### config.mk
export PLATFORM = sky130hd
export DESIGN_NAME = ysyx_25040111_ifu
export DESIGN_NICKNAME = d
export VERILOG_FILES = /design/src/rtl/ysyx_25040111_ifu.sv
export SDC_FILE = /design/constraint.sdc
export NUM_CORES = 1
export LEC_CHECK = 0
export BUFFER_PORTS_ARGS = -buffer_cell sky130_fd_sc_hd__buf_2
export CAP_MARGIN = 25
export CORE_MARGIN = 2
export CORE_UTILIZATION = 30
export DETAILED_ROUTE_END_ITERATION = 10
export PLACE_DENSITY = 0.68
export REMOVE_ABC_BUFFERS = 1
export SLEW_MARGIN = 30
export SYNTH_ARGS = -nofsm -noshare
export SYNTH_HDL_FRONTEND = slang
export SYNTH_SLANG_ARGS = --single-unit
### constraint.sdc
create_clock -name clock -period 2 [get_ports clock]
set_clock_uncertainty 0.05 [all_clocks]
set_input_delay 0.3 -clock clock [delete_from_list [all_inputs] [get_ports clock]]
set_output_delay 0.3 -clock clock [all_outputs]
set_load 0.01 [all_outputs]
### src/rtl/ysyx_25040111_ifu.sv
// Instruction fetch unit: holds the PC, fetches one word per PC over AXI4-Lite
// and hands {inst, pc} to decode, then waits for commit to return the next PC.
module ysyx_25040111_ifu #(
    parameter logic [31:0] RESET_PC = 32'h8000_0000
) (
    input  logic        clock,
    input  logic        reset,
    output logic [31:0] araddr,
    output logic        arvalid,
    input  logic        arready,
    input  logic [31:0] rdata,
    input  logic [1:0]  rresp,
    input  logic        rvalid,
    output logic        rready,
    output logic [31:0] inst,
    output logic [31:0] inst_pc,
    output logic        inst_valid,
    input  logic        inst_ready,
    input  logic        pc_upd_valid,
    input  logic [31:0] pc_upd,
    output logic        fetch_err,
    output logic [31:0] fetch_cnt
);

    typedef enum logic [2:0] {
        S_ADDR,
        S_DATA,
        S_HOLD,
        S_WAIT,
        S_ERR
    } state_t;

    state_t      state, state_next;
    logic [31:0] pc;
    logic        ar_req;

    assign araddr  = pc;
    assign arvalid = ar_req;

    // NOTE: state and datapath registers use non-blocking assignments only.
    always_ff @(posedge clock) begin
        if (reset) begin
            state <= S_ADDR;
        end else begin
            state <= state_next;
        end
    end

    // NOTE: every combinational output gets a default first so no latch is inferred.
    always_comb begin
        state_next = state;
        unique case (state)
            S_ADDR: begin
                if (!ar_req && pc[1:0] != 2'b00) begin
                    state_next = S_ERR;
                end else if (ar_req && arready) begin
                    state_next = S_DATA;
                end
            end
            S_DATA: begin
                if (rvalid) begin
                    state_next = (rresp == 2'b00) ? S_HOLD : S_ERR;
                end
            end
            S_HOLD: begin
                if (inst_ready) begin
                    state_next = S_WAIT;
                end
            end
            S_WAIT: begin
                if (pc_upd_valid) begin
                    state_next = S_ADDR;
                end
            end
            S_ERR:   state_next = S_ERR;
            default: state_next = S_ERR;
        endcase
    end

    always_comb begin
        rready     = 1'b0;
        inst_valid = 1'b0;
        fetch_err  = 1'b0;
        unique case (state)
            S_DATA:  rready     = 1'b1;
            S_HOLD:  inst_valid = 1'b1;
            S_ERR:   fetch_err  = 1'b1;
            default: ;
        endcase
    end

    // The request flag is raised on the edge that enters ADDR so a redirect
    // reaches the bus one cycle after pc_upd_valid; after reset it rises one
    // cycle later, once the reset PC has been checked for alignment.
    always_ff @(posedge clock) begin
        if (reset) begin
            pc        <= RESET_PC;
            ar_req    <= 1'b0;
            inst      <= 32'h0;
            inst_pc   <= 32'h0;
            fetch_cnt <= 32'h0;
        end else begin
            unique case (state)
                S_ADDR: begin
                    if (!ar_req && pc[1:0] == 2'b00) begin
                        ar_req <= 1'b1;
                    end else if (ar_req && arready) begin
                        ar_req <= 1'b0;
                    end
                end
                S_DATA: begin
                    if (rvalid && rresp == 2'b00) begin
                        inst    <= rdata;
                        inst_pc <= pc;
                    end
                end
                S_HOLD: begin
                    if (inst_ready) begin
                        fetch_cnt <= fetch_cnt + 32'd1;
                    end
                end
                S_WAIT: begin
                    if (pc_upd_valid) begin
                        pc     <= pc_upd;
                        ar_req <= (pc_upd[1:0] == 2'b00);
                    end
                end
                default: ;
            endcase
        end
    end

endmodule

==> impl_metrics.tcl, run 1 <==
set metrics [dict create \
    floorplan.initialDensity 0.3087 \
    detail_route.drc_violations 0 \
    cts.reportedPaths.clkPinSlew_ns 0.06 \
    cp_data_arrival_time_ns 2.15 \
    critical_path.endpoint_type "flip-flop" \
    clock_tree.htree_level_count 4 \
    outcome "finished clean" \
    synth_top_flop_cell "dfxtp_1" \
    io_pins 204 \
    grt.total_usage 0.1597 \
    fmax_mhz 526.5 \
    yosys.cell_types.count 45 \
    routedLengthMet1_um 6686 \
    critical_path.slowest_cell "or4_4" \
    num_vias 5190 \
    highest-signal-layer "met4" \
    power_density_nw_per_um2 957.7 \
    max-clock-path-buffers 2 \
    cp-startpoint "fetch_cnt[15]$_SDFFE_PP0P_" \
    post_cts.repair.setup_buffers 0 \
    met2RoutedLength_um 6443 \
    syn_area_per_cell_um2 8.042 \
    hp-start "pc_upd[27]" \
    route.antenna.remaining_nets 0 \
    cts.sinks 132 \
    timing_worst_setup_path_type "flip-flop to flip-flop" \
    critical-path-top-delay-family "simple AND/OR/NAND/NOR gates" \
    globalRoute.totalOverflow 0 \
    ys_top_cells_by_area "dfxtp_1 (51%), nand2_1 (15%), a21oi_1 (11%)" \
    postLayoutSetupSlackWorst_ns 0.1006 \
    synthDominantAreaCellType "dfxtp_1" \
    share_clk_of_total_power 0.481 \
    finish.utilization 0.4319 \
    antenna_found_initial 0 \
    final-hold-violation-count 0 \
    ys_ff_latch 132 \
    floorplan.core_area_um2 16700 \
    place_worst_setup_slack_ns 0.02579 \
    critical_path.startpoint_type "flip-flop" \
    critPathBufInv 0 \
    final_net_count 924 \
    cell_area_after_layout_um2 7213 \
    first_iteration_detailed_routing_drc_count 229 \
    layout-area-overhead-vs-synth_pct 39.93 \
    edff_count_synth 0 \
    io_buffer_count 203 \
    hp-class "input pin to flip-flop" \
    die_width_um 135.1 \
    instances_no_fill 1084 \
    regToRegStartpoint "fetch_cnt[15]$_SDFFE_PP0P_" \
    detailedRoute.firstPassIterationCount 4 \
    seqCellArea_um2 2643 \
    die_y_um 135.1 \
    post_drt_wl_per_cell_um 13.71 \
    timing.critical_path.slowest_cell_delay_ns 0.63 \
    number_of_global_route_vias_before_repair 4726 \
    detailroute.wirelength.met3_um 1483 \
    clock_root_buffer "clkbuf_16" \
    dpl.hpwl_um 10370 \
    internal_power_uw 5176 \
    antenna-diode-count 0 \
    syn_inst 641 \
    placedInstanceArea_um2 6574 \
    final_setup_fails 0 \
    net_switching_power_uw 1732 \
    timing.final.crit_period_ns 1.899 \
    layout-drive-gt1-share 0.3275 \
    tritoncts.num_buffers 17 \
    synth.top_cells.by_count "nand2_1 (202), dfxtp_1 (132), a21oi_1 (116)" \
    slew_at_the_pin_with_the_worst_max_slew_slack_ns 0.5222 \
    synth-async-reset-ratio 0 \
    cts_hold_buf 0 \
    sw_frac_of_total 0.2508 \
    grt_max_degree 73 \
    worst_slew_margin_rel 0.6429 \
    vias_per_cell 4.788 \
    totalWireLength_um 14860 \
    synthesis.area_um2 5155 \
    dpl.cell_count 1052 \
    drv_slew 0 \
    filler_cells 1679 \
    comb_power_share 0.118 \
    grt_first_pass_wirelength_um 23330 \
    area_taken_by_multi_input_logic_gates_um2 2302 \
    design.die.area_um2 18250 \
    power.share.sequential 0.401 \
    critical_path.cell_chain "nand4_2 > or4_4 > nor4_2 > mux2_1" \
    power_leakage_uw 0.003050 \
    synth_most_common_cell "nand2_1" \
    ys_seq_area_frac 0.5126 \
    cp_data_required_time_ns 2.25 \
    vdd.ir_drop.worst_mv 0.5736 \
    post-synth-top-area-fraction 0.5126 \
    grt_setup_unrepaired "false" \
    clk_latency_ns 0.41 \
    gp_routability_congestion 0.7645 \
    clock_tree_from_tritoncts "done" \
    crit_fanout 10 \
    period_share 0.9497 \
    placement_rows 47 \
    maxCapViolations 0 \
    count_of_synthesis_stage_warnings_from_yosys 0 \
]
stage by stage:
step	TNS, ns	total power, uW	hold WS, ns
after floorplan	-76.59	3231	0.3191
after global placement	0	3635	0.3892
after detailed placement	0	3641	0.3930
after CTS	0	6978	0.05093
after global routing	0	7185	0.05750
final	0	6908	0.06935
sequential cells by signal (all words and copies together) (netlist names):
name,flops
state,3
arvalid,1
fetch_cnt,32
inst,32
araddr,32
inst_pc,32
placed cells by master, fill, tap and decap left out, types with 4 or more instances in the layout:
cell type	instances
o31ai_1	12
nand4_1	10
inv_6	4
xor2_1	7
clkbuf_16	17
o41ai_1	4
buf_4	31
dfxtp_1	132
inv_1	5
or2_2	4
nand3_1	13
buf_12	5
bufinv_16	4
and2_1	5
buf_2	202
a21oi_1	116
nor2_1	17
or3_1	7
nand2_1	202
o21ai_0	7
or4_1	12
routing by layer:
metal	up-vias	track usage
met5	-	0
met3	22	0.06456
li1	2612	-
met4	0	0.05498
met1	2366	0.1980
met2	190	0.2521
cells by family after synthesis:
group           Yosys count  synth area share
simple gates            295            0.2587
compound gates          149            0.1597
flops                   132            0.5126
buf+inv                  52           0.04490
xor+xnor                  9           0.01529
mux                       3          0.006310
fa+ha+maj                 1          0.002427
power by group through the flow:
stage	Combinational [uW]	Sequential [uW]	Clock, uW
after CTS	820	2770	3390
after global routing	901	2780	3510
after global placement	814	2820	0
after floorplan	349	2880	0
after detailed placement	816	2820	0
final	816	2770	3330
what timing repair did:
item | 4_1_cts | 5_1_grt
hold endpoints to repair | 0 | 0
resized for setup | 0 | 3
setup endpoints to repair | 0 | 9
path summary, 6_finish.rpt:
kind | to | slack [ns] | cells after the start
worst max-delay path | fetch_cnt[31]$_SDFFE_PP0P_ | 0.10 | 4
worst min-delay path | araddr[27]$_SDFFE_PP0P_ | 0.07 | 3
worst max register to register | fetch_cnt[31]$_SDFFE_PP0P_ | 0.10 | 4
worst min register to register | inst_pc[26]$_SDFFE_PP0P_ | 0.40 | 2
worst reg2reg max path: stages, from the launching register on:
cell	delay (ns)
dfxtp_1	0.35
nand4_2	0.15
or4_4	0.63
nor4_2	0.26
mux2_1	0.34
layout make-up:
class,instances,share of cell area
Clock buffer,18,0.05950
Clock inverter,14,0.02793
Inverter,5,0.002602
Multi-Input combinational cell,457,0.3192
Sequential cell,132,0.3663
Tap cell,220,0.03816
Timing Repair Buffer,238,0.1863
(Power assumes the default switching activity.)
==> run 2, diff against run 1 <==
--- a/config.mk
+++ b/config.mk
@@ -5,12 +5,13 @@
 export SDC_FILE = /design/constraint.sdc
 export NUM_CORES = 1
 export LEC_CHECK = 0
+export ABC_AREA = 1
 export BUFFER_PORTS_ARGS = -buffer_cell sky130_fd_sc_hd__buf_2
 export CAP_MARGIN = 25
 export CORE_MARGIN = 2
 export CORE_UTILIZATION = 30
 export DETAILED_ROUTE_END_ITERATION = 10
-export PLACE_DENSITY = 0.68
+export PLACE_DENSITY = 0.67
 export REMOVE_ABC_BUFFERS = 1
 export SLEW_MARGIN = 30
 export SYNTH_ARGS = -nofsm -noshare
==> impl_metrics.tcl, run 2 <==
set metrics [dict create \
    setup.reg_to_reg.worst_slack_ns 0.33 \
    layout.cells.most_common_list "buf_2 (203), nor2_1 (132), dfxtp_1 (132), nand2_1 (108), o21ai_0 (96)" \
    cp_data_required_time_ns 2.26 \
    drv_slew 0 \
    worst_slew_margin_rel 0.7472 \
    synth_top_flop_cell "dfxtp_1" \
    synthesis.area_um2 5424 \
    cts.reportedPaths.clkPinSlew_ns 0.06 \
    critical-path-top-delay-family "simple AND/OR/NAND/NOR gates" \
    route.antenna.remaining_nets 0 \
    cp_data_arrival_time_ns 1.93 \
    globalRouteMet2Util 0.2634 \
    ys_seq_area_frac 0.4872 \
    outcome "finished clean" \
    groute.layer.met3.usage 0.04676 \
    dpl.hpwl_um 11190 \
    gp_routability_congestion 0.8667 \
    first_iteration_detailed_routing_drc_count 285 \
    die_y_um 138.5 \
    share_clk_of_total_power 0.471 \
    ys_ff_latch 132 \
    floorplan.core_area_um2 17840 \
    period_share 0.8349 \
    tritoncts.num_buffers 17 \
    vias_per_cell 4.575 \
    io_pins 204 \
    edff_count_synth 0 \
    crit_fanout 4 \
    internal_power_uw 4955 \
    grt_max_degree 64 \
    final_setup_fails 0 \
    grt_first_pass_wirelength_um 24860 \
    layout.cells.most_common "buf_2" \
    syn_area_per_cell_um2 7.360 \
    power_density_nw_per_um2 920.7 \
    path_depth 8 \
    timing.final.crit_period_ns 1.670 \
    vdd.ir_drop.worst_mv 0.5546 \
    synth.top_cells.by_count "dfxtp_1 (132), nor2_1 (132), nand2_1 (109)" \
    post-synth-top-area-fraction 0.4872 \
    die_width_um 138.5 \
    critical_path.cell_chain "ha_1 > nand2_1 > nor2_1 > nand2_1 > nor2_1 > nand2_1 > o21ai_0 > nor2_1" \
    postLayoutSetupSlackWorst_ns 0.3301 \
    antenna_found_initial 1 \
    timing_worst_setup_path_type "flip-flop to flip-flop" \
    net_switching_power_uw 1772 \
    clk_latency_ns 0.41 \
    detail_route.drc_violations 0 \
    layout-area-overhead-vs-synth_pct 34.69 \
    syn_inst 737 \
    grt.total_usage 0.1589 \
    number_of_global_route_vias_before_repair 4935 \
    post_cts.repair.setup_buffers 0 \
    critical_path.endpoint_type "flip-flop" \
    finish.utilization 0.4095 \
    power_leakage_uw 0.003373 \
    critPathBufInv 0 \
    post_drt_wl_per_cell_um 13.03 \
    fmax_mhz 598.8 \
    yosys.cell_types.count 34 \
    maxCapViolations 0 \
    floorplan.initialDensity 0.3040 \
    io_buffer_count 203 \
    gr-usage-met1 0.2017 \
    fin_setup_tns_ns 0 \
    totalWireLength_um 15370 \
    synth-async-reset-ratio 0 \
    max-clock-path-buffers 2 \
    timing.critical_path.slowest_cell_delay_ns 0.38 \
    synthDominantAreaCellType "dfxtp_1" \
    count_of_synthesis_stage_warnings_from_yosys 0 \
    layout-drive-gt1-share 0.2947 \
    globalRoute.totalOverflow 0 \
    place_worst_setup_slack_ns 0.3675 \
    sw_frac_of_total 0.2634 \
    cts_hold_buf 0 \
    clock_tree_from_tritoncts "done" \
    slew_at_the_pin_with_the_worst_max_slew_slack_ns 0.3793 \
    clock_tree.htree_level_count 4 \
    post_cts_resize_count 0 \
    final-hold-violation-count 0 \
    cts.sinks 132 \
    cp-startpoint "fetch_cnt[0]$_SDFFE_PP0P_" \
    critical_path.startpoint_type "flip-flop" \
    ys_top_cells_by_area "dfxtp_1 (49%), nor2_1 (9.1%), o21ai_0 (8.9%)" \
    design.die.area_um2 19170 \
    final_net_count 1010 \
    hp-class "input pin to flip-flop" \
    hold_path_depth 3 \
    endpoint "fetch_cnt[10]$_SDFFE_PP0P_" \
    grt_most_used_layer "met2" \
    power.share.sequential 0.420 \
    worstReg2RegEnd "fetch_cnt[10]$_SDFFE_PP0P_" \
    num_vias 5399 \
    critical_path.slowest_cell "dfxtp_1" \
    grt_setup_unrepaired "false" \
    placement_rows 49 \
    timing.reg2reg.worst_path_depth 8 \
    detailedRoute.firstPassIterationCount 5 \
    regToRegStartpoint "fetch_cnt[0]$_SDFFE_PP0P_" \
    clock_root_buffer "clkbuf_16" \
    comb_power_share 0.110 \
    design_power_total_uw 6727 \
]
run 2: changes by cell type after synthesis, sizes merged, moves of 12 or more:
| cell | delta |
|---|---|
| nor3 | +12 |
| o21ai | +89 |
| nand3 | +18 |
| a21oi | -50 |
| nor2 | +132 |
| or4 | -13 |
| inv | +75 |
| o31ai | -12 |
| nand2 | -91 |
run 2: logic make-up (layout without fill, tap and decap cells):
| logic type | after synthesis | after routing | share of synthesized area |
|---|---|---|---|
| compound gates | 168 | 168 | 0.1580 |
| xor+xnor | 2 | 2 | 0.003230 |
| fa+ha+maj | 1 | 1 | 0.002306 |
| buf+inv | 114 | 327 | 0.08950 |
| flops | 132 | 132 | 0.4872 |
| other cells | 0 | 1 | 0 |
| simple gates | 320 | 320 | 0.2597 |
run 2: per-layer routing:
metal	part of all wire	vias to the layer above
li1	-	2783
met1	0.45	2406
met2	0.47	203
met3	0.078	7
met4	0.0070	0
met5	0	-
run 2: power by group through the flow:
stage                     combinational, uW  sequential [uW]  clock [uW]
after detailed placement                743             2880           0
after global placement                  734             2880           0
after floorplan                         379             2920           0
after global routing                    831             2840        3400
after CTS                               746             2820        3250
final                                   738             2820        3170
run 2: worst min path at each step:
stage | start | to
finish | pc_upd[31] | araddr[31]$_SDFFE_PP1P_
global route | pc_upd[31] | araddr[31]$_SDFFE_PP1P_
CTS | pc_upd[31] | araddr[31]$_SDFFE_PP1P_
detailed placement | araddr[14]$_SDFFE_PP0P_ | araddr[14]$_SDFFE_PP0P_
global placement | araddr[7]$_SDFFE_PP0P_ | inst_pc[7]$_SDFFE_PP0P_
floorplan | reset | araddr[23]$_SDFFE_PP0P_
run 2: metrics by stage:
stage | instance area (um^2) | cells | hold slack [ns]
floorplan | 5241 | 703 | 0.3191
global placement | 6699 | 1147 | 0.4072
detailed placement | 6699 | 1147 | 0.4074
CTS | 7303 | 1179 | 0.02497
global route | 7303 | 1179 | 0.03340
finish | 7306 | 1180 | 0.04750
run 2: cell type report:
cell class,count,area (um^2)
clock inverter,14,165.2
multi-input combinational,491,2298
timing repair buffer,215,1169
fill,1844,10540
sequential,132,2643
tap,229,286.5
inverter,80,302.8
antenna,1,2.502
clock buffer,18,439.2
run 2: worst reg2reg max path: stages, from the launching register on:
cell and delay (ns):
dfxtp_1 0.38, ha_1 0.22, nand2_1 0.07, nor2_1 0.14, nand2_1 0.14, nor2_1 0.24, nand2_1 0.10, o21ai_0 0.16
nor2_1 0.06
==> run 3, diff against run 2 <==
--- a/config.mk
+++ b/config.mk
@@ -5,13 +5,13 @@
 export SDC_FILE = /design/constraint.sdc
 export NUM_CORES = 1
 export LEC_CHECK = 0
-export ABC_AREA = 1
+export ABC_AREA = 0
 export BUFFER_PORTS_ARGS = -buffer_cell sky130_fd_sc_hd__buf_2
 export CAP_MARGIN = 25
 export CORE_MARGIN = 2
 export CORE_UTILIZATION = 30
 export DETAILED_ROUTE_END_ITERATION = 10
-export PLACE_DENSITY = 0.67
+export PLACE_DENSITY = 0.66
 export REMOVE_ABC_BUFFERS = 1
 export SLEW_MARGIN = 30
 export SYNTH_ARGS = -nofsm -noshare
==> constraint.sdc (replaced) <==
create_clock -name clock -period 1.6 [get_ports clock]
set_clock_uncertainty 0.05 [all_clocks]
set_input_delay 0.24 -clock clock [delete_from_list [all_inputs] [get_ports clock]]
set_output_delay 0.24 -clock clock [all_outputs]
set_load 0.01 [all_outputs]
==> impl_metrics.tcl, run 3 (same netlist as run 1, synthesis figures left out) <==
set metrics [dict create \
    net_switching_power_uw 2575 \
    antenna_found_initial 0 \
    critical_path.cell_chain "nor4bb_2 > buf_4 > nand4_1 > buf_4 > o21ai_0 > a21oi_2" \
    timing.critical_path.slowest_cell_delay_ns 0.33 \
    internal_power_uw 6793 \
    clock_tree_from_tritoncts "done" \
    crit_fanout 6 \
    globalRoute.totalOverflow 0 \
    die_width_um 135.1 \
    drv_slew 0 \
    critical_path.slowest_cell "dfxtp_2" \
    detailedRoute.firstPassIterationCount 4 \
    hp-class "input pin to flip-flop" \
    place_worst_setup_slack_ns -0.3279 \
    grt_max_degree 85 \
    maxCapViolations 0 \
    dpl.hpwl_um 10690 \
    power_leakage_uw 0.003982 \
    max-clock-path-buffers 2 \
    vdd.ir_drop.worst_mv 0.6912 \
    final_setup_fails 91 \
    die_y_um 135.1 \
    timing_worst_setup_path_type "flip-flop to flip-flop" \
    layout-area-overhead-vs-synth_pct 76.77 \
    floorplan.initialDensity 0.3087 \
    power.share.sequential 0.372 \
    cell_area_after_layout_um2 9112 \
    totalWireLength_um 18770 \
    placedInstanceArea_um2 6904 \
    cp_data_required_time_ns 1.84 \
    io_buffer_count 203 \
    gp_routability_congestion 0.8296 \
    fmax_mhz 546.8 \
    critical_path.endpoint_type "flip-flop" \
    filler_cells 1481 \
    cp_data_arrival_time_ns 2.07 \
    power_density_nw_per_um2 1028 \
    tritoncts.num_buffers 17 \
    violations "setup timing" \
    comb_power_share 0.204 \
    cts.reportedPaths.clkPinSlew_ns 0.06 \
    grt_setup_unrepaired "true" \
    postLayoutSetupSlackWorst_ns -0.2289 \
    critical_path.startpoint_type "flip-flop" \
    final-hold-violation-count 0 \
    cp_common_cell "buf_4" \
    sw_frac_of_total 0.2749 \
    grt.total_usage 0.1910 \
    antenna-diode-count 0 \
    clock_tree.htree_level_count 4 \
    clk_latency_ns 0.41 \
    cts.sinks 132 \
    layout.cells.most_common_list "buf_2 (203), nand2_1 (142), dfxtp_1 (114), a21oi_1 (76), buf_4 (68)" \
    design_power_total_uw 9368 \
    outcome "finished with violations" \
    io_pins 204 \
    route.antenna.remaining_nets 0 \
    grt_first_pass_wirelength_um 27260 \
    num_vias 5808 \
    finish.utilization 0.5456 \
    design.die.area_um2 18250 \
    detail_route.drc_violations 0 \
    floorplan.core_area_um2 16700 \
    layout.cells.most_common "buf_2" \
    final_net_count 1034 \
    period_share 1.143 \
    timing.final.crit_period_ns 1.829 \
    fin_worst_hold_slack_ns 0.02523 \
    placement_rows 47 \
    vias_per_cell 4.864 \
    worst_slew_margin_rel 0.6871 \
    layout-drive-gt1-share 0.5185 \
    post_drt_wl_per_cell_um 15.72 \
    slew_at_the_pin_with_the_worst_max_slew_slack_ns 0.4693 \
    clock_root_buffer "clkbuf_16" \
    first_iteration_detailed_routing_drc_count 270 \
    share_clk_of_total_power 0.424 \
    number_of_global_route_vias_before_repair 5425 \
]
run 3: cell types whose count changed in the layout (fill, tap and decap cells not counted), moves of 32 or more:
cell	change
inv_1	-71
nor2_1	-115
a21oi_2	+39
nand2_2	+33
dlygate4sd3_1	+32
buf_4	+61
o21ai_0	-89
nand2_1	+34
run 3: critical path, delay by kind of cell, from the launching register on:
family | cells | cell delay (ns)
simple gates | 2 | 0.52
buf+inv | 2 | 0.43
compound gates | 2 | 0.38
flops | 1 | 0.33
run 3: timing repair:
item,in CTS,in global routing
cloned,10,3
resized for setup,119,107
hold buffers,32,0
setup buffers,16,11
endpoints found under the hold margin,32,0
setup endpoints to repair,92,123
pin swaps,93,55
run 3: power groups by stage:
stage               Clock, uW  Sequential, uW  Combinational (uW)
global placement            0            3530                1080
floorplan                   0            3600                 436
global route             4200            3500                2050
CTS                      4080            3480                1460
finish                   3980            3480                1910
detailed placement          0            3530                1080
run 3: cell type report:
cell class / instances / area (um^2) / share of cell area
multi-input cells: 457 / 2928 / 0.3213
clock inverters: 14 / 163.9 / 0.01799
clock buffers: 18 / 439.2 / 0.04819
well taps: 220 / 275.3 / 0.03021
repair buffers: 348 / 2618 / 0.2872
inverters: 5 / 23.77 / 0.002609
flip-flops and latches: 132 / 2665 / 0.2925
run 3: final timing paths:
| check | start | endpoint | slack, ns | cells after the start |
|---|---|---|---|---|
| worst min register to register | inst[19]$_SDFFE_PP0P_ | inst[19]$_SDFFE_PP0P_ | 0.40 | 2 |
| worst min-delay path | pc_upd[30] | araddr[30]$_SDFFE_PP0P_ | 0.03 | 3 |
| worst max-delay path | state[2]$_SDFFE_PP0P_ | fetch_cnt[24]$_SDFFE_PP0P_ | -0.23 | 6 |
| worst max register to register | state[2]$_SDFFE_PP0P_ | fetch_cnt[24]$_SDFFE_PP0P_ | -0.23 | 6 |
run 3: metal layers:
layer  GRT usage  vias up  share of wire
met5           0        -              0
met2      0.3212      217           0.48
met1      0.2268     2715           0.42
li1            -     2845              -
met4     0.08044        0          0.023
met3     0.05743       31          0.076
run 3: metrics by stage:
step / instances / setup TNS (ns)
5_1_grt: 1194 / -14.47
4_1_cts: 1180 / -3.769
3_5_place_dp: 1091 / -4.122
3_3_place_gp: 1091 / -3.314
2_1_floorplan: 594 / -117.10
6_report: 1194 / -6.012
